==> config.mk <==
export PLATFORM = sky130hd
export DESIGN_NAME = axi_dw_beat_sequencer
export DESIGN_NICKNAME = d
export VERILOG_FILES = /design/src/rtl/axi_dw_seq_pkg.sv /design/src/rtl/axi_dw_seq_addr_gen.sv /design/src/rtl/axi_dw_beat_sequencer.sv
export SDC_FILE = /design/constraint.sdc
export NUM_CORES = 1
export LEC_CHECK = 0
export BUFFER_PORTS_ARGS = -buffer_cell sky130_fd_sc_hd__buf_4
export CORE_AREA = 2 2 141 143
export CTS_BUF_LIST = sky130_fd_sc_hd__clkbuf_16
export DETAILED_ROUTE_END_ITERATION = 8
export DIE_AREA = 0 0 143 145
export PLACE_DENSITY = 0.55
export RECOVER_POWER = 50
export SYNTH_ARGS = -nofsm -noshare
export SYNTH_HDL_FRONTEND = slang
export SYNTH_SLANG_ARGS = --single-unit
==> constraint.sdc <==
create_clock -name clk_i -period 7.56 [get_ports clk_i]
set_clock_uncertainty 0.1 [all_clocks]
set_input_delay 2.268 -clock clk_i [delete_from_list [all_inputs] [get_ports clk_i]]
set_output_delay 2.268 -clock clk_i [all_outputs]
set_load 0.01 [all_outputs]
==> src/rtl/axi_dw_seq_pkg.sv <==
// -----------------------------------------------------------------------------
// axi_dw_seq_pkg
// Shared definitions for the AXI data-width downsizer beat sequencer:
//   - AXI burst encodings
//   - sequencer state enum
//   - narrow_per_wide(): narrow beats needed to cover one AXI transfer
//   - wrap_supported_len(): legal WRAP lengths (2, 4, 8, 16 beats)
// No ports (package).
// -----------------------------------------------------------------------------
package axi_dw_seq_pkg;

  localparam logic [1:0] BURST_FIXED = 2'd0;
  localparam logic [1:0] BURST_INCR  = 2'd1;
  localparam logic [1:0] BURST_WRAP  = 2'd2;

  typedef enum logic [1:0] {
    ST_IDLE = 2'd0,
    ST_BUSY = 2'd1,
    ST_ERR  = 2'd2
  } seq_state_e;

  // A transfer of 2^size bytes needs 2^size/mst_bytes narrow beats, but never
  // fewer than one (sub-narrow transfers still occupy a full narrow beat).
  function automatic int unsigned narrow_per_wide(input logic [2:0] size,
                                                  input int unsigned mst_bytes);
    int unsigned cont;
    cont = 32'd1 << size;
    if (cont > mst_bytes) return cont / mst_bytes;
    return 1;
  endfunction

  function automatic logic wrap_supported_len(input logic [7:0] len);
    return (len == 8'd1) || (len == 8'd3) || (len == 8'd7) || (len == 8'd15);
  endfunction

endpackage

==> src/rtl/axi_dw_seq_addr_gen.sv <==
// -----------------------------------------------------------------------------
// axi_dw_seq_addr_gen
// Combinational next-address generator for the downsizer beat sequencer.
// Optional feature macro: AXI_DW_SEQ_WRAP_EN (adds WRAP boundary handling).
// Ports:
//   cur_addr_i     current narrow beat address
//   base_addr_i    base of the current 2^size container
//   start_addr_i   burst start address (FIXED return point)
//   size_i         AXI size of the burst
//   burst_i        AXI burst type
//   wrap_lo_i/_hi_i  lower/upper wrap boundary (only with AXI_DW_SEQ_WRAP_EN)
//   next_narrow_o  next address inside the same container
//   next_wide_o    first address of the next container
// -----------------------------------------------------------------------------
module axi_dw_seq_addr_gen
  import axi_dw_seq_pkg::*;
#(
  parameter int unsigned AddrWidth = 32,
  parameter int unsigned MstBytes  = 2
) (
  input  logic [AddrWidth-1:0] cur_addr_i,
  input  logic [AddrWidth-1:0] base_addr_i,
  input  logic [AddrWidth-1:0] start_addr_i,
  input  logic [2:0]           size_i,
  input  logic [1:0]           burst_i,
`ifdef AXI_DW_SEQ_WRAP_EN
  input  logic [AddrWidth-1:0] wrap_lo_i,
  input  logic [AddrWidth-1:0] wrap_hi_i,
`endif
  output logic [AddrWidth-1:0] next_narrow_o,
  output logic [AddrWidth-1:0] next_wide_o
);

  logic [AddrWidth-1:0] mst_mask;
  logic [AddrWidth-1:0] cont;
  logic [AddrWidth-1:0] incr_addr;

  assign mst_mask      = ~AddrWidth'(MstBytes - 1);
  assign cont          = AddrWidth'(1) << size_i;
  // An unaligned first beat is pulled onto the narrow grid by the next step.
  assign next_narrow_o = (cur_addr_i & mst_mask) + AddrWidth'(MstBytes);
  assign incr_addr     = base_addr_i + cont;

  always_comb begin
    next_wide_o = incr_addr;
    case (burst_i)
      BURST_FIXED: next_wide_o = start_addr_i & mst_mask;
`ifdef AXI_DW_SEQ_WRAP_EN
      // Only whole containers wrap; the narrow path never crosses wrap_hi.
      BURST_WRAP:  next_wide_o = (incr_addr == wrap_hi_i) ? wrap_lo_i : incr_addr;
`endif
      default:     next_wide_o = incr_addr;
    endcase
  end

endmodule

==> src/rtl/axi_dw_beat_sequencer.sv <==
// -----------------------------------------------------------------------------
// axi_dw_beat_sequencer
// Turns one wide-side AXI burst descriptor into the ordered stream of narrow
// beats (address, lane, wide-beat/burst last flags) for the downsizer datapath.
// Optional feature macro: AXI_DW_SEQ_WRAP_EN (WRAP bursts; otherwise WRAP is
// answered with a single error beat).
// Ports:
//   clk_i, rst_i                 clock, synchronous active-high reset
//   cmd_valid_i/cmd_ready_o      descriptor handshake
//   cmd_addr_i/len_i/size_i/burst_i  descriptor fields (sampled on handshake)
//   beat_valid_o/beat_ready_i    narrow beat handshake
//   beat_addr_o, beat_lane_o     narrow address and lane inside the wide word
//   beat_wide_last_o, beat_last_o  end of wide beat / end of burst
//   beat_err_o                   unsupported descriptor (single beat)
//   dbg_state_o                  current FSM state (seq_state_e encoding)
// Handshakes: a transfer happens on a rising clock edge where valid and ready
// are both high. A producer holds valid and its payload stable until that
// edge; ready may depend combinationally on the other side's signals.
// -----------------------------------------------------------------------------
module axi_dw_beat_sequencer
  import axi_dw_seq_pkg::*;
#(
  parameter  int unsigned SlvDataWidth = 64,
  parameter  int unsigned MstDataWidth = 16,
  parameter  int unsigned AddrWidth    = 32,
  localparam int unsigned SlvBytes     = SlvDataWidth / 8,
  localparam int unsigned MstBytes     = MstDataWidth / 8,
  localparam int unsigned LaneW        = $clog2(SlvBytes / MstBytes)
) (
  input  logic                 clk_i,
  input  logic                 rst_i,
  input  logic                 cmd_valid_i,
  output logic                 cmd_ready_o,
  input  logic [AddrWidth-1:0] cmd_addr_i,
  input  logic [7:0]           cmd_len_i,
  input  logic [2:0]           cmd_size_i,
  input  logic [1:0]           cmd_burst_i,
  output logic                 beat_valid_o,
  input  logic                 beat_ready_i,
  output logic [AddrWidth-1:0] beat_addr_o,
  output logic [LaneW-1:0]     beat_lane_o,
  output logic                 beat_wide_last_o,
  output logic                 beat_last_o,
  output logic                 beat_err_o,
  output logic [1:0]           dbg_state_o
);

  localparam int unsigned SlvSizeMax = $clog2(SlvBytes);
  localparam int unsigned MstOff     = $clog2(MstBytes);
  localparam int unsigned NpwW       = LaneW + 1;

  seq_state_e           state_q;
  logic                 valid_q, wide_last_q, last_q, err_q;
  logic [AddrWidth-1:0] addr_q, start_q;
  logic [2:0]           size_q;
  logic [1:0]           burst_q;
  logic [7:0]           wide_cnt_q;  // wide beats still to start after this one
  logic [NpwW-1:0]      nar_cnt_q;   // narrow beats left after this one in the wide beat
  logic [NpwW-1:0]      npw_q;       // narrow beats in a full container
`ifdef AXI_DW_SEQ_WRAP_EN
  logic [AddrWidth-1:0] wrap_lo_q, wrap_hi_q;
  logic [AddrWidth-1:0] cmd_wrap_bytes, cmd_wrap_lo;
`endif

  logic                 cmd_hs, beat_hs, cmd_err;
  logic [AddrWidth-1:0] cmd_cont, cmd_off;
  logic [NpwW-1:0]      cmd_npw, cmd_skip, cmd_nar;
  logic [AddrWidth-1:0] cur_cont, cur_base, nxt_narrow, nxt_wide;

  assign cmd_ready_o = ~rst_i & ((state_q == ST_IDLE) | (valid_q & beat_ready_i & last_q));
  assign cmd_hs      = cmd_valid_i & cmd_ready_o;
  assign beat_hs     = valid_q & beat_ready_i;

  // First wide beat starts at the narrow slot holding cmd_addr_i.
  assign cmd_cont = AddrWidth'(1) << cmd_size_i;
  assign cmd_off  = cmd_addr_i & (cmd_cont - AddrWidth'(1));
  assign cmd_skip = NpwW'(cmd_off >> MstOff);
  assign cmd_npw  = NpwW'(narrow_per_wide(cmd_size_i, MstBytes));
  assign cmd_nar  = cmd_npw - NpwW'(1) - cmd_skip;

`ifdef AXI_DW_SEQ_WRAP_EN
  assign cmd_wrap_bytes = AddrWidth'({1'b0, cmd_len_i} + 9'd1) << cmd_size_i;
  assign cmd_wrap_lo    = cmd_addr_i & ~(cmd_wrap_bytes - AddrWidth'(1));
`endif

  always_comb begin
    cmd_err = 1'b0;
    if (cmd_size_i > 3'(SlvSizeMax)) cmd_err = 1'b1;
    if ((cmd_burst_i == BURST_FIXED) && (cmd_len_i != 8'd0)) cmd_err = 1'b1;
    if (cmd_burst_i == BURST_WRAP) begin
`ifdef AXI_DW_SEQ_WRAP_EN
      if (!wrap_supported_len(cmd_len_i)) cmd_err = 1'b1;
`else
      cmd_err = 1'b1;
`endif
    end
  end

  assign cur_cont = AddrWidth'(1) << size_q;
  assign cur_base = addr_q & ~(cur_cont - AddrWidth'(1));

  axi_dw_seq_addr_gen #(
    .AddrWidth (AddrWidth),
    .MstBytes  (MstBytes)
  ) u_addr_gen (
    .cur_addr_i    (addr_q),
    .base_addr_i   (cur_base),
    .start_addr_i  (start_q),
    .size_i        (size_q),
    .burst_i       (burst_q),
`ifdef AXI_DW_SEQ_WRAP_EN
    .wrap_lo_i     (wrap_lo_q),
    .wrap_hi_i     (wrap_hi_q),
`endif
    .next_narrow_o (nxt_narrow),
    .next_wide_o   (nxt_wide)
  );

  always_ff @(posedge clk_i) begin
    if (rst_i) begin
      state_q     <= ST_IDLE;
      valid_q     <= 1'b0;
      wide_last_q <= 1'b0;
      last_q      <= 1'b0;
      err_q       <= 1'b0;
      addr_q      <= '0;
      start_q     <= '0;
      size_q      <= '0;
      burst_q     <= '0;
      wide_cnt_q  <= '0;
      nar_cnt_q   <= '0;
      npw_q       <= '0;
`ifdef AXI_DW_SEQ_WRAP_EN
      wrap_lo_q   <= '0;
      wrap_hi_q   <= '0;
`endif
    end else if (cmd_hs) begin
      // Also covers a new command accepted on the previous burst's last beat.
      valid_q <= 1'b1;
      addr_q  <= cmd_addr_i;
      start_q <= cmd_addr_i;
      size_q  <= cmd_size_i;
      burst_q <= cmd_burst_i;
      npw_q   <= cmd_npw;
`ifdef AXI_DW_SEQ_WRAP_EN
      wrap_lo_q <= cmd_wrap_lo;
      wrap_hi_q <= cmd_wrap_lo + cmd_wrap_bytes;
`endif
      if (cmd_err) begin
        state_q     <= ST_ERR;
        err_q       <= 1'b1;
        wide_last_q <= 1'b1;
        last_q      <= 1'b1;
        wide_cnt_q  <= '0;
        nar_cnt_q   <= '0;
      end else begin
        state_q     <= ST_BUSY;
        err_q       <= 1'b0;
        wide_cnt_q  <= cmd_len_i;
        nar_cnt_q   <= cmd_nar;
        wide_last_q <= (cmd_nar == '0);
        last_q      <= (cmd_nar == '0) && (cmd_len_i == 8'd0);
      end
    end else if (beat_hs) begin
      if (last_q) begin
        state_q     <= ST_IDLE;
        valid_q     <= 1'b0;
        err_q       <= 1'b0;
        wide_last_q <= 1'b0;
        last_q      <= 1'b0;
      end else if (wide_last_q) begin
        wide_cnt_q  <= wide_cnt_q - 8'd1;
        nar_cnt_q   <= npw_q - NpwW'(1);
        addr_q      <= nxt_wide;
        wide_last_q <= (npw_q == NpwW'(1));
        last_q      <= (wide_cnt_q == 8'd1) && (npw_q == NpwW'(1));
      end else begin
        nar_cnt_q   <= nar_cnt_q - NpwW'(1);
        addr_q      <= nxt_narrow;
        wide_last_q <= (nar_cnt_q == NpwW'(1));
        last_q      <= (wide_cnt_q == 8'd0) && (nar_cnt_q == NpwW'(1));
      end
    end
  end

  assign beat_valid_o     = valid_q;
  assign beat_addr_o      = addr_q;
  assign beat_lane_o      = addr_q[SlvSizeMax-1:MstOff];
  assign beat_wide_last_o = wide_last_q;
  assign beat_last_o      = last_q;
  assign beat_err_o       = err_q;
  assign dbg_state_o      = state_q;

endmodule

Word-level counts from Yosys, hierarchy flattened
Index checks and enable logic that the tools add are counted.

Bitwise gates (word level): 9. Shift operators: 2. Mux-type cells: 40. $add $sub $neg: 9. Eq/ne operators: 5. Order comparisons: 2. Reductions and logical operators: 17.

Operators with widths (number): 32-bit 2-to-1 mux (5); 1-bit by 3-bit left shift with 32-bit output, first input constant (2); 8-bit 2-to-1 mux (5); 32-bit by 2-bit adder with 32-bit output, second input constant (1); 32-bit adder (1); 32-bit bitwise AND (1); 32-bit by 2-bit > comparator with 1-bit output, second input constant (1); 32-bit inverter (1); 32-bit by 1-bit subtractor with 32-bit output, second input constant (1); 3-bit 2-to-1 mux (7); 1-bit 2-to-1 mux (19); 8-bit zero test (2); 3-bit by 1-bit subtractor with 3-bit output, second input constant (3); 8-bit by 1-bit equality test with 1-bit output, second input constant (1); 2-bit 2-to-1 mux (4); 8-bit nonzero test (1); 8-bit by 1-bit subtractor with 8-bit output, second input constant (1); 3-bit by 1-bit equality test with 1-bit output, second input constant (2); 2-bit zero test (3); 2-bit nonzero test (3); 1-bit bitwise AND (4); 4-bit bitwise AND (1); 1-bit logical AND (4); 2-bit AND reduction (2); 9 further kinds (9).

Register bits after elaboration: 89. Output and inout port bits: 41.

Depth between registers and ports, before layout
Gate-level depths: netlist of run 1.

Depth in word-level cells: 10. Gate-level depth with buffers: 12.

Cells and area by module
Synthesis of run 1 repeated with hierarchy kept, for this count alone.

Cells, all modules: 865. Area total of the unflattened synthesis: 6551.3 um2.

By module, submodules not included: axi_dw_beat_sequencer (cells each 570, instances 1, seq. area each 1761.7 um2, area each 4579.4 um2); axi_dw_seq_addr_gen (cells each 295, instances 1, seq. area each 0.0 um2, area each 1971.9 um2).

Worst setup path before layout of run 1
OpenSTA, ideal clock, no wires.

Kind: input -> output. Start point: input port rst_i. End point: output port cmd_ready_o. Slack: 1.951 ns. Stages: 4. Data arrival time: 3.241 ns. Cells stage by stage: clkbuf_1 > clkbuf_1 > buf_1 > nor2_1.

Word-level cells in the longest chain between the ends: 2.

Ends and longest elaborated chain: start: declaration (RTL line axi_dw_beat_sequencer.sv:31) `input logic rst_i,`; 1-bit inverter (RTL line axi_dw_beat_sequencer.sv:70) `assign cmd_ready_o = ~rst_i & ((state_q == ST_IDLE) | (valid_q & beat_ready_i & last_q));`; 1-bit bitwise AND (RTL line axi_dw_beat_sequencer.sv:70); end: declaration (RTL line axi_dw_beat_sequencer.sv:33) `output logic cmd_ready_o,`.

Every way passes these cells.

Worst setup path after layout of run 1
Start point: input port rst_i. End point: register addr_q[25], in the netlist beat_addr_o[25].

Word-level cells in the longest chain between the ends: 5.

Ends and longest elaborated chain: 1-bit inverter (RTL line axi_dw_beat_sequencer.sv:70); 1-bit bitwise AND (RTL line axi_dw_beat_sequencer.sv:70); 1-bit bitwise AND (RTL line axi_dw_beat_sequencer.sv:71) `assign cmd_hs = cmd_valid_i & cmd_ready_o;`; 2-bit by 1-bit != test with 1-bit output (no source line) / 2-bit nonzero test (equally long branches); 2-bit AND reduction (no source line); end signal: assignment (RTL line axi_dw_beat_sequencer.sv:140) `addr_q <= cmd_addr_i;`; end signal: assignment (RTL line axi_dw_beat_sequencer.sv:174) `addr_q <= nxt_wide;`; end signal: assignment (RTL line axi_dw_beat_sequencer.sv:179) `addr_q <= nxt_narrow;`; end: declaration (RTL line axi_dw_beat_sequencer.sv:54) `logic [AddrWidth-1:0] addr_q, start_q;`.

Several ways; a longest one is shown, not always the timed one. A chain may end at the register's enable or synchronous reset.

==> out/summary.txt, run 1 <==
Worst Setup End Kind -> register
mux share of post-synthesis cell area -> 2.500%
filler cell count in the final layout -> 2058
I/O pins -> 90
final hold violation count -> 0
Pwr Total -> 1284 uW
post-synth top area cell -> dfxtp_1
CP top delay family -> simple AND/OR/NAND/NOR gates
Least-Margin Pin Slew -> 1478 ps
first-pass GRT wire length -> 37610 microns
layout cells sized above 1 -> 10.55%
P&R area growth vs syn -> 13.73%
Pre-antenna DRT Iters -> 5
Die Wd -> 143 microns
worst skew pair latency -> 360 ps
routed len/inst -> 19.51 microns
Max stage delay on crit path -> 990 ps
DRC violations left -> 0
Synth warnings -> 0
Main synth FF type -> dfxtp_1
syn nets -> 980
htree depth -> 3
R2R Path Start -> size_q[0]
ANT nets after route -> 0
largest family of logic cells by synthesized area -> simple AND/OR/NAND/NOR gates
routability-driven placement congestion ratio -> 0.8883
WS Path Type -> input pin to register
nature of the critical path startpoint -> input pin
CTS Root Cell -> clkbuf_16
largest net degree at the start of global routing -> 70
max-cap viol count -> 0
Die Ht -> 145 microns
cell count after synthesis -> 916
routed vias -> 7164
clock transition at the registers of the reported paths -> 70 ps
Synth Area in XOR/XNOR -> 3.580%
Final Net Count -> 1016
RSZ-0062 raised after global routing -> false
Hold Crit Class -> register to register
maximum clock path buffer count -> 2
number of CTS-inserted buffers -> 9
IR drop worst, VDD -> 0.0001161 V
die area -> 0.02074 sq mm
Slew HR -> 1.486%
WL final -> 23840 microns
crit path DAT -> 5970 ps
number of port buffers -> 89
final worst path period share -> 76.98%
final setup TNS -> 0 ps
number of DRC markers in iteration 0 -> 590
CTS resizes -> 0
Remaining Overflow, GRT -> 0
via density per instance -> 5.863
Rows -> 51
Hold Path Cell Cnt -> 2
slowest CP cell -> nor2_1
GRT Resource Usage Total -> 22.88%
register area share after synthesis -> 26.37%
Post-synth EDFFs -> 0
DP Wirelength -> 16720 microns
area share of fa/ha/maj cells after synthesis -> 2.955%
cts hold-fix bufs -> 0
Leakage Power -> 0.002587 uW
Reg2Reg Setup Slack -> 3920 ps
crit path max fanout -> 27
Synth Area in Compound Gates -> 27.75%
Min-Delay Startpoint -> start_q[5]
Hold Crit Endpoint -> start_q[5]
status -> completed
worst-path cell chain -> clkbuf_1 > inv_1 > o211a_1 > nor2_1 > nor4_1 > and3_1 > or3_1
# Post-CTS Setup Buffers -> 0
Crit path buffers/inverters -> 2
Slew Limit Fails -> 0
Initial Util -> 34.39%
diode count -> 0
Synth area leaders -> dfxtp_1 (26%), nand2_1 (7.2%), a21oi_1 (6.3%), nor2_1 (4.1%), o21ai_0 (3.0%)
Yosys reg bits -> 87
Max Fclk -> 0.1718 GHz
clock sink count -> 87
core area -> 0.01921 sq mm
worst reg-to-reg path cell count -> 10
final setup vio count -> 0
fin crit period -> 5819 ps
Crit path required time -> 7710 ps
simple-gate share of the synthesized area -> 30.42%
async set-reset flop share out of synthesis -> 0%
average size of a mapped cell -> 7.211 sq um
initial antenna violation count -> 0
vias in the first global route -> 6609
Cell Pwr Density -> 170.9 mW/mm^2
TritonCTS clock tree -> built
post-synthesis cell type count -> 79
area share of the largest cell type after synthesis -> 26.37%
synthesized area -> 0.006605 sq mm
worst r2r dst -> beat_addr_o[25]
==> kinds of logic (layout without fill, tap and decap cells) <==
| family | Yosys count | after routing |
|---|---|---|
| AO/OA/AOI/OAI | 272 | 272 |
| XOR/XNOR | 27 | 27 |
| adder cells (fa/ha/maj) | 15 | 15 |
| buffers and inverters | 102 | 143 |
| flip-flops | 87 | 87 |
| multiplexers | 16 | 16 |
| AND/OR/NAND/NOR | 397 | 397 |
==> sequential cells by signal, indices dropped and copies added (netlist names) <==
signal            count
size_q                3
beat_last_o           1
npw_q                 3
dbg_state_o           2
burst_q               2
beat_addr_o          32
beat_wide_last_o      1
wide_cnt_q            8
beat_valid_o          1
nar_cnt_q             3
start_q              31
==> per-layer routing <==
| layer | global-route usage (%) | part of all wire [%] | vias to the layer above |
|---|---|---|---|
| li1 | - | - | 3481 |
| met1 | 32.19 | 46 | 3378 |
| met2 | 35.36 | 45 | 265 |
| met3 | 3.630 | 6.0 | 40 |
| met4 | 7.772 | 2.6 | 0 |
| met5 | 0 | 0 | - |
==> worst max path at each step <==
stage                      start               to  slack [ps]  cells past startpoint
global route               rst_i    wide_cnt_q[7]        1500                      7
floorplan                  rst_i      cmd_ready_o        1950                      4
finish                     rst_i  beat_addr_o[25]        1740                      7
CTS                 beat_ready_i      cmd_ready_o        2250                      5
detailed placement  beat_ready_i      cmd_ready_o        2250                      5
global placement    beat_ready_i      cmd_ready_o        2240                      5
==> layout by cell type (no fill, tap or decap), drive strengths merged, types with 6 or more instances in the layout <==
master	n
a211oi	15
a21boi	6
a21oi	86
a22oi	7
a31oi	13
and2	10
and3	12
and4	7
buf	59
clkbuf	50
dfxtp	87
ha	14
inv	30
mux2i	12
nand2	127
nand3	34
nand4	30
nor2	72
nor3	31
nor4	23
o211a	6
o211ai	12
o21a	11
o21ai	42
o311ai	6
o31ai	9
or3	13
xnor2	18
xor2	9
==> per-stage QoR <==
| stage | area (sq um) | worst slack (ps) | utilization, % | cells | hold WS [ps] |
|---|---|---|---|---|---|
| global route | 7512 | 1496 | 39.11 | 1222 | 368.1 |
| CTS | 7667 | 2252 | 39.92 | 1222 | 354.7 |
| detailed placement | 7371 | 2252 | 38.38 | 1206 | 345.5 |
| finish | 7512 | 1741 | 39.11 | 1222 | 355.9 |
| global placement | 7371 | 2236 | 38.38 | 1206 | 342.2 |
| floorplan | 6605 | 1951 | - | 916 | 331.0 |
==> worst min-delay path, cell delays in order (launching register included) <==
cell and delay [ps]:
dfxtp_1 310, nand2_1 50, a21oi_1 50
==> area by class of cell <==
cell class / count / area [sq um] / share of cell area (%)
Multi-Input combinational cell: 727 / 4444 / 59.16
Inverter: 27 / 101.3 / 1.349
Timing Repair Buffer: 100 / 596.8 / 7.945
Tap cell: 265 / 331.6 / 4.414
Sequential cell: 87 / 1742 / 23.18
Clock inverter: 7 / 71.32 / 0.9494
Clock buffer: 9 / 225.2 / 2.998
==> power by group <==
part           switching, uW  total (uW)  leakage, uW  internal [uW]
logic                    160         263      0.00173            103
clock network            208         465     0.000144            257
registers               66.7         556     0.000712            489
==> cells in the mapped netlist, types with 14 or more instances <==
library cell and number:
nor4_1 21, nand4_1 29, a211oi_1 14, nand2_1 127, ha_1 14, xnor2_1 18, dfxtp_1 87, nand3_1 34
nor3_1 30, inv_1 27, clkbuf_1 43, a21oi_1 83, nor2_1 72, buf_1 15, o21ai_0 39
No activity file was read; power rests on OpenSTA's default activity.
==> run 2: changes to the inputs <==
--- a/config.mk
+++ b/config.mk
@@ -10,7 +10,7 @@
 export CTS_BUF_LIST = sky130_fd_sc_hd__clkbuf_16
 export DETAILED_ROUTE_END_ITERATION = 8
 export DIE_AREA = 0 0 143 145
-export PLACE_DENSITY = 0.55
+export PLACE_DENSITY = 0.57
 export RECOVER_POWER = 50
 export SYNTH_ARGS = -nofsm -noshare
 export SYNTH_HDL_FRONTEND = slang
==> constraint.sdc (replaced) <==
create_clock -name clk_i -period 5 [get_ports clk_i]
set_clock_uncertainty 0.1 [all_clocks]
set_input_delay 1.5 -clock clk_i [delete_from_list [all_inputs] [get_ports clk_i]]
set_output_delay 1.5 -clock clk_i [all_outputs]
set_load 0.01 [all_outputs]
==> run 2 against run 1 <==
Against the previous run: the run now ends with max-capacitance violations, max-slew violations left; via count grew 0.84%; total power is 60% higher; critical path depth rose by 1; routed wire length hardly changed; combinational power increased by 54%; sequential cell count stayed put; sequential share of layout area shrank 0.32 points; critical endpoint unchanged; largest cell class unchanged.
==> out/summary.txt, run 2 (synthesized netlist as in run 1, its figures left out) <==
status -> complete, but fails checks (was completed)
failing checks -> max-capacitance violations, max-slew violations
fin crit period -> 4146 ps
Initial Util -> 34.39% (unchanged)
clock transition at the registers of the reported paths -> 70 ps (about the same)
core area -> 0.01921 sq mm (unchanged)
Least-Margin Pin Slew -> 1530 ps (was 1478 ps)
Util after Layout -> 39.66% (was 39.11%)
CTS resizes -> 0 (unchanged)
worst skew pair latency -> 370 ps (was 360 ps)
placed inst area -> 0.007431 sq mm (was 0.007371 sq mm)
number of CTS-inserted buffers -> 9 (unchanged)
crit path max fanout -> 68 (was 27)
TritonCTS clock tree -> built (unchanged)
I/O pins -> 90 (unchanged)
worst reg-to-reg path cell count -> 10 (unchanged)
Crit path buffers/inverters -> 2 (unchanged)
final setup vio count -> 0 (unchanged)
slowest CP cell -> clkbuf_2 (was nor2_1)
Rows -> 51 (unchanged)
worst r2r dst -> beat_addr_o[25] (unchanged)
Crit path required time -> 5150 ps (was 7710 ps)
nature of the critical path startpoint -> input pin (unchanged)
cts hold-fix bufs -> 0 (unchanged)
final hold violation count -> 0 (unchanged)
Pre-antenna DRT Iters -> 5 (unchanged)
Net Switching -> 668.4 uW (was 434.9 uW)
clock power share -> 39.6% (was 36.2%)
Leakage Power -> 0.002631 uW (was 0.002587 uW)
Design Area, Final -> 0.007617 sq mm (was 0.007512 sq mm)
IR drop worst, VDD -> 0.0002392 V (was 0.0001161 V)
max FFs per register -> 32 (unchanged)
Cell Pwr Density -> 270.3 mW/mm^2 (was 170.9 mW/mm^2)
largest net degree at the start of global routing -> 69 (was 70)
Hold WS -> 357.1 ps (was 355.9 ps)
via density per instance -> 5.878 (was 5.863)
final worst path period share -> 82.92%
number of DRC markers in iteration 0 -> 692 (was 590)
max-cap viol count -> 1 (was 0)
Die Ht -> 145 microns (unchanged)
routed len/inst -> 19.41 microns (was 19.51 microns)
routed vias -> 7224 (was 7164)
Final Net Count -> 1023 (was 1016)
RSZ-0062 raised after global routing -> false (unchanged)
P&R area growth vs syn -> 15.32% (was 13.73%)
routability-driven placement congestion ratio -> 0.8722 (was 0.8883)
CTS Root Cell -> clkbuf_16 (unchanged)
sequential share of power -> 40.8% (was 43.3%)
Reg2Reg Setup Slack -> 1380 ps (was 3920 ps)
WS Path Type -> input pin to register (unchanged)
CP top delay family -> buffers and inverters (was simple AND/OR/NAND/NOR gates)
Slew HR -> -2.022% (was 1.486%)
layout cells sized above 1 -> 11.31% (was 10.55%)
Remaining Overflow, GRT -> 0 (unchanged)
vias in the first global route -> 6783 (was 6609)
DP Wirelength -> 16900 microns (was 16720 microns)
die area -> 0.02074 sq mm (unchanged)
crit path DAT -> 4300 ps (was 5970 ps)
Int Pwr -> 1390 uW (was 849.2 uW)
Die Wd -> 143 microns (unchanged)
most common cell after layout, fill and taps aside -> nand2_1 (unchanged)
final worst setup slack -> 853.8 ps (was 1741 ps)
GRT Resource Usage Total -> 23.01% (was 22.88%)
Hold Path Cell Cnt -> 2 (unchanged)
number of port buffers -> 89 (unchanged)
diode count -> 0 (unchanged)
Hold Crit Endpoint -> start_q[1] (was start_q[5])
Max Fclk -> 0.2412 GHz
pre-CTS WS -> 876.5 ps (was 2252 ps)
R2R Path Start -> size_q[1] (was size_q[0])
final setup TNS -> 0 ps (unchanged)
maximum clock path buffer count -> 2 (unchanged)
Hold Crit Class -> register to register (unchanged)
WL final -> 23860 microns (was 23840 microns)
initial antenna violation count -> 0 (unchanged)
first-pass GRT wire length -> 37820 microns (was 37610 microns)
htree depth -> 3 (unchanged)
# Post-CTS Setup Buffers -> 0 (unchanged)
Min-Delay Startpoint -> start_q[1] (was start_q[5])
Max stage delay on crit path -> 1120 ps (was 990 ps)
ANT nets after route -> 0 (unchanged)
commonest cells after routing, fill and taps aside -> nand2_1 (127), dfxtp_1 (87), a21oi_1 (83) (unchanged)
Net Sw Frac -> 32.47% (was 33.87%)
Worst Setup End Kind -> register (unchanged)
clock sink count -> 87 (unchanged)
Slew Limit Fails -> 69 (was 0)
Comb pwr share -> 19.7% (was 20.5%)
DRC violations left -> 0 (unchanged)
worst-path cell chain -> clkbuf_1 > and3_1 > o211a_2 > clkbuf_2 > a22oi_1 > a311oi_1 > a211oi_1 > or3_1 (was clkbuf_1 > inv_1 > o211a_1 > nor2_1 > nor4_1 > and3_1 > or3_1)
-- run 2: changes by cell type in the layout (fill, tap and decap cells not counted), sizes merged --
cell,change
buf,+6
bufinv,+2
inv,-2
clkbuf,+1
-- run 2: power by group through the flow --
| stage | sequential [uW] | combinational, uW | clock, uW |
|---|---|---|---|
| after floorplan | 803 | 289 | 0 |
| after global placement | 853 | 420 | 0 |
| after detailed placement | 853 | 423 | 0 |
| after CTS | 837 | 425 | 817 |
| after global routing | 848 | 448 | 845 |
| final | 840 | 405 | 814 |
-- run 2: per-layer routing --
metal	vias up	track usage, %	part of all wire [%]
met5	-	0	0
met4	0	6.139	1.9
met3	25	4.026	6.9
met2	265	36.58	46
met1	3448	31.98	45
li1	3486	-	-
-- run 2: metrics by stage --
| stage | instances | total power, uW |
|---|---|---|
| after global routing | 1229 | 2141 |
| after floorplan | 916 | 1092 |
| after CTS | 1229 | 2079 |
| after global placement | 1213 | 1273 |
| after detailed placement | 1213 | 1277 |
| final | 1229 | 2059 |
-- run 2: tightest hold or removal path, stage by stage (launching register included) --
cell and delay [ps]:
dfxtp_1 310, nand2_1 50, a21oi_1 50
-- run 2: worst max-delay path by stage --
| stage | from | end | slack, ps | cells after the start |
|---|---|---|---|---|
| after floorplan | rst_i | cmd_ready_o | 930 | 4 |
| after global placement | cmd_size_i[2] | beat_wide_last_o | 920 | 9 |
| after detailed placement | cmd_size_i[2] | beat_wide_last_o | 880 | 11 |
| after CTS | cmd_size_i[2] | beat_wide_last_o | 1240 | 11 |
| after global routing | beat_ready_i | beat_addr_o[25] | 630 | 8 |
| final | beat_ready_i | beat_addr_o[25] | 850 | 8 |
-- run 2: final cells by class --
class	instances	area, sq um
well taps	265	331.6
flip-flops and latches	87	1742
fillers	2088	11590
multi-input cells	727	4439
clock buffers	9	225.2
repair buffers	107	659.4
clock inverters	7	118.9
inverters	27	101.3
==> run 3: changes to the inputs <==
--- a/config.mk
+++ b/config.mk
@@ -10,7 +10,7 @@
 export CTS_BUF_LIST = sky130_fd_sc_hd__clkbuf_16
 export DETAILED_ROUTE_END_ITERATION = 8
 export DIE_AREA = 0 0 143 145
-export PLACE_DENSITY = 0.57
+export PLACE_DENSITY = 0.55
 export RECOVER_POWER = 50
 export SYNTH_ARGS = -nofsm -noshare
 export SYNTH_HDL_FRONTEND = slang
==> constraint.sdc (replaced) <==
create_clock -name clk_i -period 4 [get_ports clk_i]
set_clock_uncertainty 0.1 [all_clocks]
set_input_delay 1.2 -clock clk_i [delete_from_list [all_inputs] [get_ports clk_i]]
set_output_delay 1.2 -clock clk_i [all_outputs]
set_load 0.01 [all_outputs]
==> run 3 against run 2 <==
Against the previous run: the run now ends clean; routed wire length rose by 1.4%; worst hold slack improved by 0.70 ps; via count grew 0.65%; cell count rose by 0.73%; sequential cell count unchanged; sequential power increased by 24%; core utilization grew 0.31 points; final area grew 0.79%; register-to-register slack worse by 820 ps; count of clock-buffer cells in the layout is the same; non-clock buffer count is 9 higher; first-iteration DRC count down 11%; highest routed layer unchanged.
==> out/summary.txt, run 3 (synthesized netlist as in run 1, its figures left out) <==
status -> completed (was complete, but fails checks)
final setup TNS -> 0 ps (unchanged)
final setup vio count -> 0 (unchanged)
ANT nets after route -> 0 (unchanged)
crit path DAT -> 3780 ps (was 4300 ps)
Leakage Power -> 0.002692 uW (was 0.002631 uW)
nature of the critical path startpoint -> input pin (unchanged)
P&R area growth vs syn -> 16.23% (was 15.32%)
routed len/inst -> 19.54 microns (was 19.41 microns)
Pre-antenna DRT Iters -> 7 (was 5)
RSZ-0062 raised after global routing -> false (unchanged)
layout cells sized above 1 -> 12.02% (was 11.31%)
number of CTS-inserted buffers -> 9 (unchanged)
max-cap viol count -> 0 (was 1)
Remaining Overflow, GRT -> 0 (unchanged)
routed vias -> 7271 (was 7224)
clock transition at the registers of the reported paths -> 70 ps (about the same)
die area -> 0.02074 sq mm (unchanged)
commonest cells after routing, fill and taps aside -> nand2_1 (127), dfxtp_1 (87), a21oi_1 (83) (unchanged)
TritonCTS clock tree -> built (unchanged)
crit path max fanout -> 28 (was 68)
vias in the first global route -> 6562 (was 6783)
clock sink count -> 87 (unchanged)
Hold Path Cell Cnt -> 2 (unchanged)
final worst path period share -> 89.71%
fin crit period -> 3588 ps
worst skew pair latency -> 360 ps (was 370 ps)
via density per instance -> 5.873 (was 5.878)
first-pass GRT wire length -> 37680 microns (was 37820 microns)
Least-Margin Pin Slew -> 1459 ps (was 1530 ps)
initial antenna violation count -> 0 (unchanged)
# Post-CTS Setup Buffers -> 0 (unchanged)
Initial Util -> 34.39% (unchanged)
Cell Pwr Density -> 324.0 mW/mm^2 (was 270.3 mW/mm^2)
CTS resizes -> 0 (unchanged)
WS Path Type -> input pin to register (unchanged)
I/O pins -> 90 (unchanged)
cts hold-fix bufs -> 0 (unchanged)
core area -> 0.01921 sq mm (unchanged)
most common cell after layout, fill and taps aside -> nand2_1 (unchanged)
Crit path required time -> 4200 ps (was 5150 ps)
Reg2Reg Setup Slack -> 560 ps (was 1380 ps)
Slew Limit Fails -> 0 (was 69)
filler cell count in the final layout -> 2072 (was 2088)
Die Ht -> 145 microns (unchanged)
Die Wd -> 143 microns (unchanged)
maximum clock path buffer count -> 2 (unchanged)
worst reg-to-reg path cell count -> 10 (unchanged)
WL final -> 24190 microns (was 23860 microns)
GRT Resource Usage Total -> 23.03% (was 23.01%)
IR drop worst, VDD -> 0.0002231 V (was 0.0002392 V)
Final Net Count -> 1032 (was 1023)
Rows -> 51 (unchanged)
DRC violations left -> 0 (unchanged)
largest net degree at the start of global routing -> 46 (was 69)
Slew HR -> 2.764% (was -2.022%)
number of port buffers -> 89 (unchanged)
max FFs per register -> 32 (unchanged)
Hold Crit Class -> register to register (unchanged)
Hold WS -> 357.8 ps (was 357.1 ps)
final hold violation count -> 0 (unchanged)
number of DRC markers in iteration 0 -> 617 (was 692)
Worst Setup End Kind -> register (unchanged)
diode count -> 0 (unchanged)
routability-driven placement congestion ratio -> 0.8938 (was 0.8722)
CTS Root Cell -> clkbuf_16 (unchanged)
Max Fclk -> 0.2787 GHz
htree depth -> 3 (unchanged)
DP Wirelength -> 17310 microns (was 16900 microns)
==> run 3: power breakdown <==
part           leakage (uW)  switching (uW)  total, uW  internal [uW]
sequential         0.000712             115       1040            925
clock              0.000154             373        916            543
combinational       0.00183             320        531            211
==> run 3: critical path, cell delays in order <==
cell	delay, ps
clkbuf_1	130
nand3b_1	170
clkbuf_1	1080
nand2_1	540
o311ai_0	440
mux2i_1	130
nor2_1	100
==> run 3: layer usage <==
metal / wire length, microns / global-route usage [%] / share of wire [%]
met3: 1615 / 3.597 / 6.7
met4: 511 / 6.881 / 2.1
met1: 11150 / 32.66 / 46
met5: 0 / 0 / 0
met2: 10910 / 35.81 / 45
==> run 3: through the flow <==
step	utilization (%)	power [uW]	instances	cell area (sq um)	worst slack, ps
final	39.97	2487	1238	7677	411.7
after global routing	39.97	2600	1238	7677	280.2
after CTS	40.74	2527	1238	7825	560.2
after detailed placement	39.10	1608	1222	7511	195.5
after global placement	39.10	1606	1222	7511	227.8
after floorplan	-	1366	916	6605	266.5
==> run 3: worst paths after layout <==
kind | startpoint | endpoint
setup / recovery | beat_ready_i | beat_addr_o[23]
hold reg to reg | start_q[29] | start_q[29]
setup reg to reg | beat_addr_o[1] | beat_addr_o[8]
hold / removal | start_q[29] | start_q[29]
==> run 3: layout make-up <==
class                   instances  area (sq um)  share of cell area [%]
multi-input cells             727          4439                   57.82
flip-flops and latches         87          1742                   22.69
repair buffers                116         749.5                   9.762
well taps                     265         331.6                   4.319
clock buffers                   9         225.2                   2.934
inverters                      27         101.3                   1.320
clock inverters                 7         88.84                   1.157
